File: src/rtl/writeback_arbiter_if.sv
// -----------------------------------------------------------------------------
// writeback_arbiter_if
//   Bundles the signals of the register-file writeback arbiter.
//   Modport slave  : the arbiter's view (receives pipeline / long-latency
//                    results and decode sources, drives the shared write port,
//                    hazard and stall request).
//   Modport master : the surrounding pipeline's view (mirror of slave).
//   Signals:
//     wb_reg_write, wb_reg_write_float, wb_id[4:0], wb_data[31:0] : pipeline wb
//     lu_valid, lu_ready, lu_float, lu_id[4:0], lu_data[31:0]     : long-latency
//     rs1[4:0], rs2[4:0], rs_float, hazard                        : decode check
//     stall_req                                                   : starvation
//     reg_write, reg_write_float, write_id[4:0], write_data[31:0] : write port
// -----------------------------------------------------------------------------
interface writeback_arbiter_if;
  logic        wb_reg_write;
  logic        wb_reg_write_float;
  logic [4:0]  wb_id;
  logic [31:0] wb_data;
  logic        lu_valid;
  logic        lu_ready;
  logic        lu_float;
  logic [4:0]  lu_id;
  logic [31:0] lu_data;
  logic [4:0]  rs1;
  logic [4:0]  rs2;
  logic        rs_float;
  logic        hazard;
  logic        stall_req;
  logic        reg_write;
  logic        reg_write_float;
  logic [4:0]  write_id;
  logic [31:0] write_data;

  modport slave (
    input  wb_reg_write, wb_reg_write_float, wb_id, wb_data,
    input  lu_valid, lu_float, lu_id, lu_data,
    input  rs1, rs2, rs_float,
    output lu_ready, hazard, stall_req,
    output reg_write, reg_write_float, write_id, write_data
  );

  modport master (
    output wb_reg_write, wb_reg_write_float, wb_id, wb_data,
    output lu_valid, lu_float, lu_id, lu_data,
    output rs1, rs2, rs_float,
    input  lu_ready, hazard, stall_req,
    input  reg_write, reg_write_float, write_id, write_data
  );
endinterface

File: src/rtl/writeback_arbiter.sv
// -----------------------------------------------------------------------------
// writeback_arbiter
//   Drives the single register-file write port. In-order pipeline writebacks
//   always win; results from long-latency units are queued in a small FIFO and
//   drained on cycles the pipeline leaves free. Flags decode hazards on queued
//   destinations and requests a writeback bubble when the queue is starved.
//
// Parameters:
//   DEPTH        FIFO entries (power of two, >= 2)
//   STARVE_LIMIT consecutive blocked cycles before stall_req asserts
//
// Ports:
//   clk  system clock
//   rst  asynchronous active-high reset
//   bus  writeback_arbiter_if.slave (see interface for the signal list)
//
// Optional feature (macro WB_ARB_BYPASS_EN):
//   Defined   : with an empty FIFO and no pipeline write, an lu result goes
//               straight to the output register (latency 1, never queued).
//   Undefined : every lu result is queued (minimum latency 2).
// -----------------------------------------------------------------------------
module writeback_arbiter #(
  parameter int DEPTH        = 4,
  parameter int STARVE_LIMIT = 8
) (
  input logic                clk,
  input logic                rst,
  writeback_arbiter_if.slave bus
);
  localparam int AW = $clog2(DEPTH);
  localparam int CW = $clog2(STARVE_LIMIT + 1);
  localparam logic [CW-1:0] LIMIT = CW'(STARVE_LIMIT);

  function automatic logic [CW-1:0] sat_inc(input logic [CW-1:0] v);
    return (v == LIMIT) ? v : v + CW'(1);
  endfunction

  // FIFO storage (data only, no reset) and control state
  logic [31:0]   mem_data [DEPTH];
  logic [4:0]    mem_id   [DEPTH];
  logic          mem_flt  [DEPTH];
  logic [AW:0]   rd_ptr, wr_ptr;
  logic [AW:0]   count;
  logic [AW-1:0] rd_idx, wr_idx;
  logic          empty, full;
  logic [CW-1:0] starve_cnt;

  assign rd_idx = rd_ptr[AW-1:0];
  assign wr_idx = wr_ptr[AW-1:0];
  assign count  = wr_ptr - rd_ptr;
  assign empty  = (rd_ptr == wr_ptr);
  assign full   = (rd_idx == wr_idx) && (rd_ptr[AW] != wr_ptr[AW]);

  assign bus.lu_ready  = !full;
  assign bus.stall_req = (starve_cnt == LIMIT);

  // Stage p0: selection and FIFO handshake decisions
  logic        wb_any_p0, lu_acc_p0, lu_x0_p0, byp_p0, push_p0, pop_p0;
  logic        sel_int_p0, sel_flt_p0, load_p0;
  logic [4:0]  sel_id_p0;
  logic [31:0] sel_data_p0;

  assign wb_any_p0 = bus.wb_reg_write || bus.wb_reg_write_float;
  assign lu_acc_p0 = bus.lu_valid && !full;
  // Integer x0 results complete the handshake but are discarded.
  assign lu_x0_p0  = !bus.lu_float && (bus.lu_id == 5'd0);
`ifdef WB_ARB_BYPASS_EN
  assign byp_p0    = !wb_any_p0 && empty && bus.lu_valid;
`else
  assign byp_p0    = 1'b0;
`endif
  assign pop_p0    = !wb_any_p0 && !empty;
  assign push_p0   = lu_acc_p0 && !lu_x0_p0 && !byp_p0;

  always_comb begin
    sel_int_p0  = 1'b0;
    sel_flt_p0  = 1'b0;
    sel_id_p0   = '0;
    sel_data_p0 = '0;
    if (wb_any_p0) begin
      sel_flt_p0  = bus.wb_reg_write_float;
      sel_int_p0  = bus.wb_reg_write && (bus.wb_id != 5'd0);
      sel_id_p0   = bus.wb_id;
      sel_data_p0 = bus.wb_data;
    end else if (!empty) begin
      sel_flt_p0  = mem_flt[rd_idx];
      sel_int_p0  = !mem_flt[rd_idx];
      sel_id_p0   = mem_id[rd_idx];
      sel_data_p0 = mem_data[rd_idx];
    end else if (byp_p0) begin
      sel_flt_p0  = bus.lu_float;
      sel_int_p0  = !lu_x0_p0 && !bus.lu_float;
      sel_id_p0   = bus.lu_id;
      sel_data_p0 = bus.lu_data;
    end
  end

  // A dropped x0 write leaves id/data holding like an idle cycle.
  assign load_p0 = sel_int_p0 || sel_flt_p0;

  // Hazard: scan only occupied slots (offset from head below count).
  logic          hazard_c;
  logic [AW-1:0] slot, offs;
  always_comb begin
    hazard_c = 1'b0;
    slot     = '0;
    offs     = '0;
    for (int i = 0; i < DEPTH; i++) begin
      slot = AW'(i);
      offs = slot - rd_idx;
      if (({1'b0, offs} < count) &&
          (mem_flt[slot] == bus.rs_float) &&
          (mem_flt[slot] || (mem_id[slot] != 5'd0)) &&
          ((mem_id[slot] == bus.rs1) || (mem_id[slot] == bus.rs2)))
        hazard_c = 1'b1;
    end
  end
  assign bus.hazard = hazard_c;

  always_ff @(posedge clk or posedge rst) begin
    if (rst) begin
      rd_ptr     <= '0;
      wr_ptr     <= '0;
      starve_cnt <= '0;
    end else begin
      if (pop_p0)  rd_ptr <= rd_ptr + (AW+1)'(1);
      if (push_p0) wr_ptr <= wr_ptr + (AW+1)'(1);
      if (!empty && wb_any_p0) starve_cnt <= sat_inc(starve_cnt);
      else                     starve_cnt <= '0;
    end
  end

  always_ff @(posedge clk) begin
    if (push_p0) begin
      mem_data[wr_idx] <= bus.lu_data;
      mem_id[wr_idx]   <= bus.lu_id;
      mem_flt[wr_idx]  <= bus.lu_float;
    end
  end

  // Stage p1: registered write port
  always_ff @(posedge clk or posedge rst) begin
    if (rst) begin
      bus.reg_write       <= 1'b0;
      bus.reg_write_float <= 1'b0;
      bus.write_id        <= '0;
      bus.write_data      <= '0;
    end else begin
      bus.reg_write       <= sel_int_p0;
      bus.reg_write_float <= sel_flt_p0;
      if (load_p0) begin
        bus.write_id   <= sel_id_p0;
        bus.write_data <= sel_data_p0;
      end
    end
  end
endmodule
File: src/flat_wrapper.sv
// flat-port wrapper written by rule: the top's interface ports become plain ports
module writeback_arbiter_flat 
#(
  parameter int DEPTH        = 4,
  parameter int STARVE_LIMIT = 8
)
  (clk, rst, bus_wb_reg_write, bus_wb_reg_write_float, bus_wb_id, bus_wb_data, bus_lu_valid, bus_lu_float, bus_lu_id, bus_lu_data, bus_rs1, bus_rs2, bus_rs_float, bus_lu_ready, bus_hazard, bus_stall_req, bus_reg_write, bus_reg_write_float, bus_write_id, bus_write_data);
  writeback_arbiter_if bus_i ();
  input logic clk;
  input logic rst;
  input wire logic [$bits(bus_i.wb_reg_write)-1:0] bus_wb_reg_write;
  input wire logic [$bits(bus_i.wb_reg_write_float)-1:0] bus_wb_reg_write_float;
  input wire logic [$bits(bus_i.wb_id)-1:0] bus_wb_id;
  input wire logic [$bits(bus_i.wb_data)-1:0] bus_wb_data;
  input wire logic [$bits(bus_i.lu_valid)-1:0] bus_lu_valid;
  input wire logic [$bits(bus_i.lu_float)-1:0] bus_lu_float;
  input wire logic [$bits(bus_i.lu_id)-1:0] bus_lu_id;
  input wire logic [$bits(bus_i.lu_data)-1:0] bus_lu_data;
  input wire logic [$bits(bus_i.rs1)-1:0] bus_rs1;
  input wire logic [$bits(bus_i.rs2)-1:0] bus_rs2;
  input wire logic [$bits(bus_i.rs_float)-1:0] bus_rs_float;
  output wire logic [$bits(bus_i.lu_ready)-1:0] bus_lu_ready;
  output wire logic [$bits(bus_i.hazard)-1:0] bus_hazard;
  output wire logic [$bits(bus_i.stall_req)-1:0] bus_stall_req;
  output wire logic [$bits(bus_i.reg_write)-1:0] bus_reg_write;
  output wire logic [$bits(bus_i.reg_write_float)-1:0] bus_reg_write_float;
  output wire logic [$bits(bus_i.write_id)-1:0] bus_write_id;
  output wire logic [$bits(bus_i.write_data)-1:0] bus_write_data;
  assign bus_i.wb_reg_write = bus_wb_reg_write;
  assign bus_i.wb_reg_write_float = bus_wb_reg_write_float;
  assign bus_i.wb_id = bus_wb_id;
  assign bus_i.wb_data = bus_wb_data;
  assign bus_i.lu_valid = bus_lu_valid;
  assign bus_i.lu_float = bus_lu_float;
  assign bus_i.lu_id = bus_lu_id;
  assign bus_i.lu_data = bus_lu_data;
  assign bus_i.rs1 = bus_rs1;
  assign bus_i.rs2 = bus_rs2;
  assign bus_i.rs_float = bus_rs_float;
  assign bus_lu_ready = bus_i.lu_ready;
  assign bus_hazard = bus_i.hazard;
  assign bus_stall_req = bus_i.stall_req;
  assign bus_reg_write = bus_i.reg_write;
  assign bus_reg_write_float = bus_i.reg_write_float;
  assign bus_write_id = bus_i.write_id;
  assign bus_write_data = bus_i.write_data;
  writeback_arbiter #(.DEPTH(DEPTH), .STARVE_LIMIT(STARVE_LIMIT)) u_core (.clk(clk), .rst(rst), .bus(bus_i));
endmodule
File: config.mk
export PLATFORM = sky130hd
export DESIGN_NAME = writeback_arbiter_flat
export DESIGN_NICKNAME = d
export VERILOG_FILES = /design/src/rtl/writeback_arbiter_if.sv /design/src/rtl/writeback_arbiter.sv /design/src/flat_wrapper.sv
export SDC_FILE = /design/constraint.sdc
export NUM_CORES = 1
export LEC_CHECK = 0
export ABC_AREA = 0
export CORE_MARGIN = 3
export CORE_UTILIZATION = 50
export CTS_CLUSTER_DIAMETER = 50
export DETAILED_ROUTE_END_ITERATION = 8
export PLACE_DENSITY = 0.75
export SLEW_MARGIN = 20
export SYNTH_ARGS = -nofsm -noshare
export SYNTH_HDL_FRONTEND = slang
export SYNTH_SLANG_ARGS = --single-unit
export TNS_END_PERCENT = 10
File: constraint.sdc
create_clock -name clk -period 4.5 [get_ports clk]
set_input_delay 0.675 -clock clk [delete_from_list [all_inputs] [get_ports clk]]
set_output_delay 0.675 -clock clk [all_outputs]
set_load 0.05 [all_outputs]
==> flow_metrics.env <==
export IMPL_start_util_pct=52.1
export IMPL_place_inst=851
export IMPL_routed_wl_mm=19.0
export IMPL_io_buffers=132
export IMPL_globalRouteTotalUtil_pct=21.2
export IMPL_register_area_mm2=0.00579
export IMPL_setup_tns_ps=0
export IMPL_synth_ff_type="edfxtp_1"
export IMPL_cp_common_cell="inv_1"
export IMPL_hold_viol=0
export IMPL_yosys_warnings=0
export IMPL_final_max_slew_violation_count=0
export IMPL_async_flop_share_pct=24.4
export IMPL_synth_seq_cells=201
export IMPL_yosysTopAreaCell="edfxtp_1"
export IMPL_cp_required_ps=3830
export IMPL_fillers=1137
export IMPL_die_area_mm2=0.0185
export IMPL_vias=5057
export IMPL_rsz0062_at_grt="false"
export IMPL_htree_levels=1
export IMPL_synth_top_cell_area_share_pct=54.0
export IMPL_slew_headroom_pct=28.5
export IMPL_cts_made_buffers=23
export IMPL_clkTransAtPathRegs_ps=60
export IMPL_grt_max_degree=55
export IMPL_period_needed_ps=3770
export IMPL_max_cap_violations=0
export IMPL_drc=0
export IMPL_vias_per_cell=5.66
export IMPL_arrival_ps=3090
export IMPL_clock_latency_ps=500
export IMPL_core_region_area_mm2=0.0162
export IMPL_worstMarginPinSlew_ps=1070
export IMPL_synth_common_cells="edfxtp_1, dfrtp_1, nand2_1"
export IMPL_drt_pre_antenna_iters=6
export IMPL_worst_path_max_delay_cell="fa_1"
export IMPL_rows=46
export IMPL_overflow=0
export IMPL_worst_path_max_fanout=5
export IMPL_routabilityCongestion=0.847
export IMPL_leakage_nw=3.80
export IMPL_syn2layout_area_growth_pct=27.4
export IMPL_die_w_um=136
export IMPL_antennaDiodeCount=0
export IMPL_finalSetupViolCount=0
export IMPL_finalNonFillerCells=893
export IMPL_status="finished clean"
export IMPL_cts_hold_fix_buffers=0
export IMPL_clockBufferDepth=3
export IMPL_drive_gt1_share_pct=13.6
export IMPL_yosysMostFrequentCell="edfxtp_1"
export IMPL_cp_end_kind="output pin"
export IMPL_ys_top_cells_by_area="edfxtp_1, dfrtp_1, mux4_2"
export IMPL_postCtsSetupBuffers=0
export IMPL_ctsResizeCount=0
export IMPL_multi_input_area_mm2=0.00251
export IMPL_seq_area_frac_synth_pct=68.5
export IMPL_path_cells="inv_1, ha_1, inv_1, fa_1, inv_1, ha_1, a21oi_1, nor2_1, o32a_1, o311ai_1, buf_4"
export IMPL_path_delay_family="adder cells"
export IMPL_timing_hold_ws_ps=487
export IMPL_cts_sinks=201
export IMPL_min_path_type="reg2reg"
export IMPL_postRouteAntennaNets=0
export IMPL_utilization_pct=66.4
export IMPL_dpl_hpwl_mm=12.3
export IMPL_crit_buf_inv=4
export IMPL_clockRootBuffer="clkbuf_16"
export IMPL_syn_num_nets=628
export IMPL_crit_type="reg2out"
export IMPL_fin_nets=767
export IMPL_synth_edf_count=152
export IMPL_synth_cells=521
export IMPL_ios=133
export IMPL_fmax_mhz=265
export IMPL_clock_skew_ps=22.6
export IMPL_detail_route_wl_per_cell_um=21.3
export IMPL_synth_cell_type_count=40
export IMPL_fin_crit_sh_pct=83.7
export IMPL_peakVddDrop_uv=389
export IMPL_first_global_vias=5291
export IMPL_avgSynthCellArea_um2=16.2
export IMPL_synth_area_mm2=0.00846
export IMPL_grt_first_pass_wirelength_mm=29.9
export IMPL_drt_initial_drc_count=446
export IMPL_cpPeakStageDelay_ps=490
export IMPL_powerDensity_mw_per_mm2=634
export IMPL_antenna_found_initial=0
export IMPL_cp_start_kind="flop"
export IMPL_die_h_um=136
export IMPL_tritoncts="yes"
[per-layer routing]
layer	global-route usage (%)	up-vias	wire, um
li1	-	2291	-
met1	28.5	2556	7660
met2	36.2	178	9890
met3	3.74	32	1120
met4	5.38	0	370
met5	0	-	0
[state kept, by name (all words and copies together), names as in the netlist]
register                    cells
u_core.bus.reg_write            1
u_core.bus.reg_write_float      1
u_core.bus.write_data          32
u_core.bus.write_id             5
u_core.mem_data               128
u_core.mem_flt                  4
u_core.mem_id                  20
u_core.rd_ptr                   3
u_core.starve_cnt               4
u_core.wr_ptr                   3
[cell usage in the layout, fill, tap and decap left out, types with 4 or more instances in the layout]
master and n:
dfrtp_1 47, clkinv_2 4, a222oi_1 5, ha_1 15
nand3_1 5, clkdlybuf4s50_1 131, edfxtp_1 152, inv_1 16
clkbuf_16 23, a21oi_1 5, o21ai_0 25, or4_1 4
nand2_1 40, xnor2_1 17, a22oi_1 34, nor2_1 16
mux4_2 38, nor3_1 11, xor2_1 32, o21ai_1 11
buf_4 6
[where the power goes]
group / switching (W) / total (W) / internal, W
Sequential: 0.000201 / 0.00269 / 0.00249
Combinational: 0.00135 / 0.00227 / 0.000914
Clock: 0.000743 / 0.00187 / 0.00113
Total: 0.00230 / 0.00683 / 0.00453
[path summary, 6_finish.rpt]
| check | cells after the start | endpoint | slack, ps | from |
|---|---|---|---|---|
| setup / recovery | 11 | bus_hazard | 730 | u_core.wr_ptr[0]$_DFFE_PP0P_ |
| hold / removal | 2 | u_core.bus.write_data[8]$_DFFE_PP0P_ | 490 | u_core.bus.write_data[8]$_DFFE_PP0P_ |
| setup reg to reg | 5 | u_core.mem_id[2][0]$_DFFE_PP_ | 1740 | u_core.wr_ptr[0]$_DFFE_PP0P_ |
| hold reg to reg | 2 | u_core.bus.write_data[8]$_DFFE_PP0P_ | 490 | u_core.bus.write_data[8]$_DFFE_PP0P_ |
| max in group asynchronous | 3 | u_core.rd_ptr[0]$_DFFE_PP0P_ | 3110 | rst |
| min in group asynchronous | 2 | u_core.bus.write_data[1]$_DFFE_PP0P_ | 570 | rst |
[worst register-to-register path, stage by stage, from the launching register on]
cell and delay (ps):
dfrtp_1 400, inv_1 130, ha_1 370, nand3b_1 200, o311a_1 350, and2_2 910
[area by class of cell]
class                      instances  area share, %
clock buffer                      26           5.45
multi-input combinational        279           23.3
tap                              216           2.51
clock inverter                    16           1.67
timing repair buffer             138           12.8
inverter                          17          0.592
sequential                       201           53.8
[metrics by stage]
stage / worst slack, ps / total power (W) / cell area (um2)
3_3_place_gp: 1240 / 0.00494 / 10000
5_1_grt: 528 / 0.00717 / 10800
3_5_place_dp: 1240 / 0.00500 / 10000
2_1_floorplan: 242 / 0.00426 / 8460
4_1_cts: 711 / 0.00691 / 10800
6_report: 732 / 0.00683 / 10800
[logic make-up (layout without fill, tap and decap cells)]
logic type | count (synthesis) | count (layout) | synth area share (%)
flops | 201 | 201 | 68.5
mux | 39 | 39 | 10.2
compound gates | 92 | 92 | 7.25
fa+ha+maj | 16 | 16 | 2.46
simple gates | 83 | 83 | 4.44
xor+xnor | 49 | 49 | 5.07
buf+inv | 41 | 197 | 2.09
No activity file was read; power rests on OpenSTA's default activity.
